--- config.mk ---
export PLATFORM = sky130hd
export DESIGN_NAME = matrix_tile_sequencer
export DESIGN_NICKNAME = d
export VERILOG_FILES = /design/src/rtl/matrix_tile_sequencer.sv
export SDC_FILE = /design/constraint.sdc
export NUM_CORES = 1
export LEC_CHECK = 0
export CAP_MARGIN = 20
export CORE_MARGIN = 2
export CORE_UTILIZATION = 30
export DETAILED_ROUTE_END_ITERATION = 7
export GPL_TIMING_DRIVEN = 0
export PLACE_DENSITY = 0.59
export SETUP_SLACK_MARGIN = 0.15
export SYNTH_ARGS = -nofsm -noshare
export SYNTH_HDL_FRONTEND = slang
export SYNTH_SLANG_ARGS = --single-unit
export TNS_END_PERCENT = 50
--- constraint.sdc ---
create_clock -name clk -period 6.3 [get_ports clk]
set_input_delay 1.26 -clock clk [delete_from_list [all_inputs] [get_ports clk]]
set_output_delay 1.26 -clock clk [all_outputs]
set_load 0.02 [all_outputs]
--- src/rtl/matrix_tile_sequencer.sv ---
// Streams 2x2 operand tiles from the weight RAM into the ALU, waits out the ALU
// latency, then writes the four product words of each tile to the result buffer.
module matrix_tile_sequencer #(
  parameter int NUM_TILES   = 8,
  parameter int MEM_AW      = 6,
  parameter int RES_AW      = 5,
  parameter int ALU_LATENCY = 1,
  localparam int TILE_W     = (NUM_TILES > 1) ? $clog2(NUM_TILES) : 1
) (
  input  logic              clk,
  input  logic              rst_n,
  input  logic              start,
  output logic              busy,
  output logic              done,
  output logic              mem_rd_en,
  output logic [MEM_AW-1:0] mem_addr,
  input  logic [31:0]       mem_rdata,
  output logic [15:0]       ID_instr,
  output logic [31:0]       matrixA_11,
  output logic [31:0]       matrixA_12,
  output logic [31:0]       matrixA_21,
  output logic [31:0]       matrixA_22,
  output logic [31:0]       matrixB_11,
  output logic [31:0]       matrixB_12,
  output logic [31:0]       matrixB_21,
  output logic [31:0]       matrixB_22,
  input  logic [31:0]       matrixp00,
  input  logic [31:0]       matrixp01,
  input  logic [31:0]       matrixp10,
  input  logic [31:0]       matrixp11,
  output logic              res_wr_en,
  output logic [RES_AW-1:0] res_addr,
  output logic [31:0]       res_wdata,
  output logic [TILE_W-1:0] tile_idx,
  output logic [31:0]       total_cycles
);

  localparam int WAIT_W = (ALU_LATENCY > 1) ? $clog2(ALU_LATENCY) : 1;

  typedef enum logic [2:0] {
    S_IDLE,
    S_FETCH,
    S_ISSUE,
    S_WAIT,
    S_STORE,
    S_DONE
  } state_t;

  state_t            state;
  state_t            state_nx;
  logic [3:0]        k;
  logic [1:0]        j;
  logic [WAIT_W-1:0] wcnt;
  logic [31:0]       opnd [8];
  logic [31:0]       hold [4];
  logic              wait_last;
  logic              last_tile;

  assign wait_last = (wcnt == WAIT_W'(ALU_LATENCY - 1));
  assign last_tile = (tile_idx == TILE_W'(NUM_TILES - 1));

  assign matrixA_11 = opnd[0];
  assign matrixA_12 = opnd[1];
  assign matrixA_21 = opnd[2];
  assign matrixA_22 = opnd[3];
  assign matrixB_11 = opnd[4];
  assign matrixB_12 = opnd[5];
  assign matrixB_21 = opnd[6];
  assign matrixB_22 = opnd[7];

  always_ff @(posedge clk) begin
    if (!rst_n) begin
      state <= S_IDLE;
    end else begin
      state <= state_nx;
    end
  end

  // Strobes and addresses are decoded straight from the state so a reset lands
  // every control output at zero on the same edge that forces IDLE.
  always_comb begin
    state_nx  = state;
    busy      = 1'b0;
    done      = 1'b0;
    mem_rd_en = 1'b0;
    mem_addr  = '0;
    ID_instr  = 16'd0;
    res_wr_en = 1'b0;
    res_addr  = '0;
    res_wdata = '0;
    case (state)
      S_IDLE: begin
        if (start) state_nx = S_FETCH;
      end
      S_FETCH: begin
        busy = 1'b1;
        if (!k[3]) begin
          mem_rd_en = 1'b1;
          mem_addr  = MEM_AW'({tile_idx, k[2:0]});
        end else begin
          state_nx = S_ISSUE;
        end
      end
      S_ISSUE: begin
        busy     = 1'b1;
        ID_instr = 16'd1;
        state_nx = S_WAIT;
      end
      S_WAIT: begin
        busy = 1'b1;
        if (wait_last) state_nx = S_STORE;
      end
      S_STORE: begin
        busy      = 1'b1;
        res_wr_en = 1'b1;
        res_addr  = RES_AW'({tile_idx, j});
        res_wdata = hold[j];
        if (j == 2'd3) state_nx = last_tile ? S_DONE : S_FETCH;
      end
      S_DONE: begin
        done     = 1'b1;
        state_nx = S_IDLE;
      end
      default: state_nx = S_IDLE;
    endcase
  end

  always_ff @(posedge clk) begin
    if (!rst_n) begin
      k            <= '0;
      j            <= '0;
      wcnt         <= '0;
      tile_idx     <= '0;
      total_cycles <= '0;
      for (int i = 0; i < 8; i++) opnd[i] <= '0;
      for (int i = 0; i < 4; i++) hold[i] <= '0;
    end else begin
      if (state == S_IDLE && start) begin
        tile_idx     <= '0;
        total_cycles <= '0;
      end else if (busy) begin
        total_cycles <= total_cycles + 32'd1;
      end
      case (state)
        S_FETCH: begin
          // RAM data lags the read by one cycle, so count k lands word k-1;
          // at k=8 the index wraps to 7 for the final B_22 word.
          k <= k[3] ? 4'd0 : k + 4'd1;
          if (k != 4'd0) opnd[k[2:0] - 3'd1] <= mem_rdata;
        end
        S_WAIT: begin
          wcnt <= wait_last ? '0 : wcnt + WAIT_W'(1);
          if (wait_last) begin
            hold[0] <= matrixp00;
            hold[1] <= matrixp01;
            hold[2] <= matrixp10;
            hold[3] <= matrixp11;
          end
        end
        S_STORE: begin
          j <= j + 2'd1;
          if (j == 2'd3 && !last_tile) tile_idx <= tile_idx + TILE_W'(1);
        end
        default: ;
      endcase
    end
  end

endmodule
======== Word-level counts from Yosys, hierarchy flattened ========
Memory sizes are Yosys's and may differ from the RTL's. A register that Yosys moved wholly into a read port is not among the register bits.
Cells that the tools add are included.
storage, ports and cells
  input bits .............................. 163
  memories ................................ 2
  bits in registers ....................... 45
  bits in writable memories ............... 384
  logic and storage cells ................. 78
  output and inout port bits .............. 354
operators by class
  reduce and logical (&&, ||, !) cells .... 9
  $add $sub $neg .......................... 6
  bitwise logic cells ..................... 5
  equality and inequality tests ........... 11
  mux-type cells .......................... 39
memories
  memory  words  width  read ports  clocked after Yosys merged registers in  wr ports  RTL line  text
  opnd    8      32     8           0                                        8         54        logic [31:0] opnd [8];
  hold    4      32     1           1                                        4         55        logic [31:0] hold [4];
operators by type and width
  kind                                              number
  two-way mux 32 bit                                6
  adder 32 x 1 -> 32 bit, second input constant     1
  OR reduction 32 bit                               1
  two-way mux 3 bit                                 9
  two-way mux 1 bit                                 17
  case mux 3 bit (5 select lines)                   1
  two-way mux 6 bit                                 2
  == test 3 bit, second input constant              3
  != test 2 bit, second input constant              4
  == test 3 x 2 -> 1 bit, second input constant     2
  two-way mux 5 bit                                 1
  adder 4 x 1 -> 4 bit, second input constant       1
  two-way mux 2 bit                                 2
  two-way mux 4 bit                                 1
  OR 1 bit                                          4
  AND reduction 4 bit                               1
  nonzero test 4 bit                                1
  OR reduction 4 bit                                1
  adder 3 x 1 -> 3 bit, second input constant       1
  == test 3 x 1 -> 1 bit, second input constant     1
  zero test 3 bit                                   1
  subtractor 3 x 1 -> 3 bit, second input constant  1
  adder 2 x 1 -> 2 bit, second input constant       1
  == test 2 bit, second input constant              1
  5 further kinds                                   6

======== Logic depth before layout (Yosys ltp) ========
  depth after elaboration ................. 7
  mapped depth ............................ 7
  depth with buffers taken out ............ 6

======== Least setup slack after synthesis ========
Ideal clock, no wire load.
  kind .................................... input -> register
  start ................................... input port rst_n
  end ..................................... memory hold[0][0] (enable)
  stages .................................. 2
  data arrival time ....................... 3.620 ns
  data required time ...................... 5.181 ns
  setup slack ............................. 1.561 ns
  path buffers ............................ 1
  setup time .............................. 1.119 ns
  cell sequence ........................... clkbuf_1 > nand2_1
RTL lines
  element          RTL line  text
  start, declared  11        input logic rst_n,
  end, declared    55

======== Final worst setup path ========
  start ................................... register state[2]
  end ..................................... output port res_addr[0]
on the way
  cells in the longest elaborated chain, start to end .. 2
RTL lines
  element                 RTL line  text
  start, declared         49        state_t state;
  start signal, assigned  75        state <= state_nx;
  == test 3 bit           91        case (state)
  two-way mux 5 bit       91
  end, declared           32        output logic [RES_AW-1:0] res_addr,
Every way passes these cells.

==> results.md <==
* Outcome: finished, final reports clean
* Initial drt markers at 544
* Post-synth EDFFs at 384
* Worst Path Required at 5040 ps
* Synth area leader: edfxtp_1
* Total Negative Setup Slacks at 0 ps
* TritonCTS buffer count at 46
* Final core occ at 0.435
* Max Transition Viols Final at 0
* Site row count at 89
* Worst hold path cell count at 2
* Final setup viols at 0
* Fin. Hold Viols at 0
* Port Buffers at 501
* Ratio of cells with drive above 1 in the final layout at 0.0905
* Initial antenna violation count at 1
* Initial Util at 0.303
* H-tree Lvls at 2
* Async set-or-reset flop fraction in the synthesized netlist at 0
* Flop and latch count out of synthesis at 430
* Worst Hold Slack at 481 ps
* Max_cap viols at 0
* Routability congestion estimate at 0.846
* Clock buffer depth at 3
* Die width at 248 um
* 1st-pass router iterations at 5
* Synth top area cells: edfxtp_1 (65%), and2_1 (15%), dfxtp_1 (5.2%)
* Peak Freq at 222 MHz
* Skew final at 23.1 ps
* Crit start category: flip-flop
* Least-Margin Pin Slew at 1040 ps
* R2R Path End: opnd[4][16]
* Fin crit period at 4510 ps
* CTS tree: yes
* Slew headroom at 0.309
* DR vias at 11722
* Clk_lat worst skew at 570 ps
* Worst-path clk slew at 60 ps
* Fill cells at 5291
* Part of the Yosys area used for sequential elements at 0.697
* CP peak stage delay at 650 ps
* Power Density at 267 nW/um^2
* Core Area at 58900 um^2
* Tcrit/Tclk final at 0.716
* RSZ-0062 raised after global routing: false
* Final ANT Viol Nets at 0
* # diodes at 0
* Max stage delay cell, worst path: clkdlybuf4s50_1
* Largest net degree at the start of global routing at 70
* Sink Count at 430
* Power, Total at 6.85 mW
* Post-Syn Area at 17900 um^2
* IO Pins at 517
* HP Start: total_cycles[31]
* # resized after CTS at 0
* Routed len/inst at 20.9 um
* Min-Delay Endpoint: total_cycles[31]
* Top_reg_cell synth: edfxtp_1
* Via density at 4.52
* R2R Setup Slk at 2900 ps
* HP Class: reg -> reg
* Critical Path AT at 3250 ps
* Yosys warns at 0
* First-pass GRT wire length at 77200 um
* Total GRT Usage at 0.172
* # Post-CTS Setup Buffers at 0
* DRC errors left at 0
* GRT overflow at 0
* Leakage at 9.19 nW
* Crit path buffers/inverters at 3
* Top cell type's share of synthesized area at 0.645
* Die ar. at 61500 um^2
* Vias in the first global route at 11631
* Post-CTS Hold Buffers at 0
* Die Height at 248 um
* Worst-path maximum fanout at 11
* Mapped Cells at 1214
* Worst Reg-to-Reg Cells at 6
* Yosys cell types at 51
* Worst VDD drop at 169 uV
* Placed wire-length estimate at 40800 um
* Avg Inst Size Synth at 14.7 um^2
* Critical path cell sequence: buf_2 > nor3b_2 > clkbuf_1 > ha_1 > clkdlybuf4s50_1
* CP startpoint: state[2]
* Launch point of the worst reg-to-reg path: k[0]
* WL final at 54300 um
* Worst Path Class, Setup: reg -> out
* Crit end category: output port
* Critical path's top delay family: buffers and inverters
* Root Driver: clkbuf_16
* Area Growth Syn to Fin at 43.3%
* Fin nets at 1956
==> worst reg2reg max path, stage by stage, from the launching register on <==
cell	delay [ps]
dfxtp_1	540
inv_1	200
ha_1	500
nand2_1	320
nor3_2	820
nand2b_2	480
buf_12	240
==> layout make-up <==
cell class              count  area (um^2)  area share
flip-flops and latches    430        12500       0.486
repair buffers            510         5220       0.204
multi-input cells         708         5060       0.198
clock buffers              57         1210      0.0474
well taps                 773          967      0.0378
plain buffers              83          444      0.0173
clock inverters            28          226     0.00884
inverters                   7         26.3     0.00103
==> sequential cells by signal, indices dropped and copies added, names as in the netlist, named ones only <==
register / cells
k: 4
total_cycles: 32
hold: 128
tile_idx: 3
state: 3
j: 2
opnd: 256
==> layout by cell type, fill, tap and decap left out, types with 7 or more instances in the layout <==
| cell type | instances |
|---|---|
| clkdlybuf4s50_1 | 501 |
| and2_1 | 430 |
| edfxtp_1 | 384 |
| clkbuf_1 | 56 |
| clkbuf_16 | 47 |
| dfxtp_1 | 46 |
| mux4_2 | 32 |
| nand2_1 | 30 |
| a21oi_1 | 20 |
| nor2_1 | 19 |
| or3_1 | 17 |
| buf_4 | 15 |
| conb_1 | 15 |
| mux2i_1 | 14 |
| buf_2 | 13 |
| nand4_1 | 12 |
| clkinv_2 | 11 |
| nand3_1 | 10 |
| o31ai_1 | 9 |
| or4_1 | 9 |
| nor4_1 | 9 |
| buf_6 | 8 |
| and4_1 | 8 |
| inv_1 | 7 |
| ha_1 | 7 |
==> where the power goes <==
group | leakage (nW) | switching (mW) | internal (mW) | total, mW
registers | 4.34 | 0.0598 | 3.25 | 3.31
logic | 4.14 | 0.524 | 0.428 | 0.952
clock network | 0.701 | 1.12 | 1.46 | 2.58
total | 9.19 | 1.70 | 5.14 | 6.85
==> stage by stage <==
step / worst slack, ps / cell area, um^2 / instances
2_1_floorplan: 1560 / 17900 / 1228
3_3_place_gp: -872 / 23900 / 2502
3_5_place_dp: 1920 / 24200 / 2511
4_1_cts: 1630 / 25600 / 2596
5_1_grt: 1480 / 25600 / 2596
6_report: 1790 / 25600 / 2596
==> worst max-delay path by stage <==
stage                  end  slack (ps)  cells after the start
4_1_cts        res_addr[0]        1630                      5
3_3_place_gp   opnd[1][21]        -870                      3
6_report       res_addr[0]        1790                      5
3_5_place_dp   hold[0][28]        1920                      4
5_1_grt        res_addr[0]        1480                      5
2_1_floorplan   hold[0][0]        1560                      2
==> cell usage after synthesis, drive strengths merged (2+ instances only) <==
cell type	instances
a211oi	2
a21oi	21
and2	430
and3	3
and4	8
buf	37
clkbuf	46
dfxtp	46
edfxtp	384
ha	7
inv	7
mux2i	14
mux4	32
nand2	31
nand2b	8
nand3	12
nand3b	5
nand4	12
nor2	19
nor2b	4
nor3	7
nor3b	3
nor4	11
o21ai	10
o31ai	9
or3	17
or4	9
xnor2	4
xor2	4
==> kinds of logic after synthesis <==
kind of cell	after synthesis	synth area share
fa+ha+maj	7	0.00490
other cells	1	0.000210
simple gates	584	0.203
compound gates	48	0.0166
mux	46	0.0482
buf+inv	90	0.0263
flops	430	0.697
xor+xnor	8	0.00392
==> per-layer routing <==
layer / GRT usage / routed length, um / vias up
met5: 0 / 0 / -
met4: 0.0493 / 1330 / 0
met3: 0.0548 / 5320 / 71
met2: 0.294 / 26400 / 546
met1: 0.209 / 21300 / 5654
li1: - / - / 5451
Note: power is estimated with default switching activity, not from simulation.
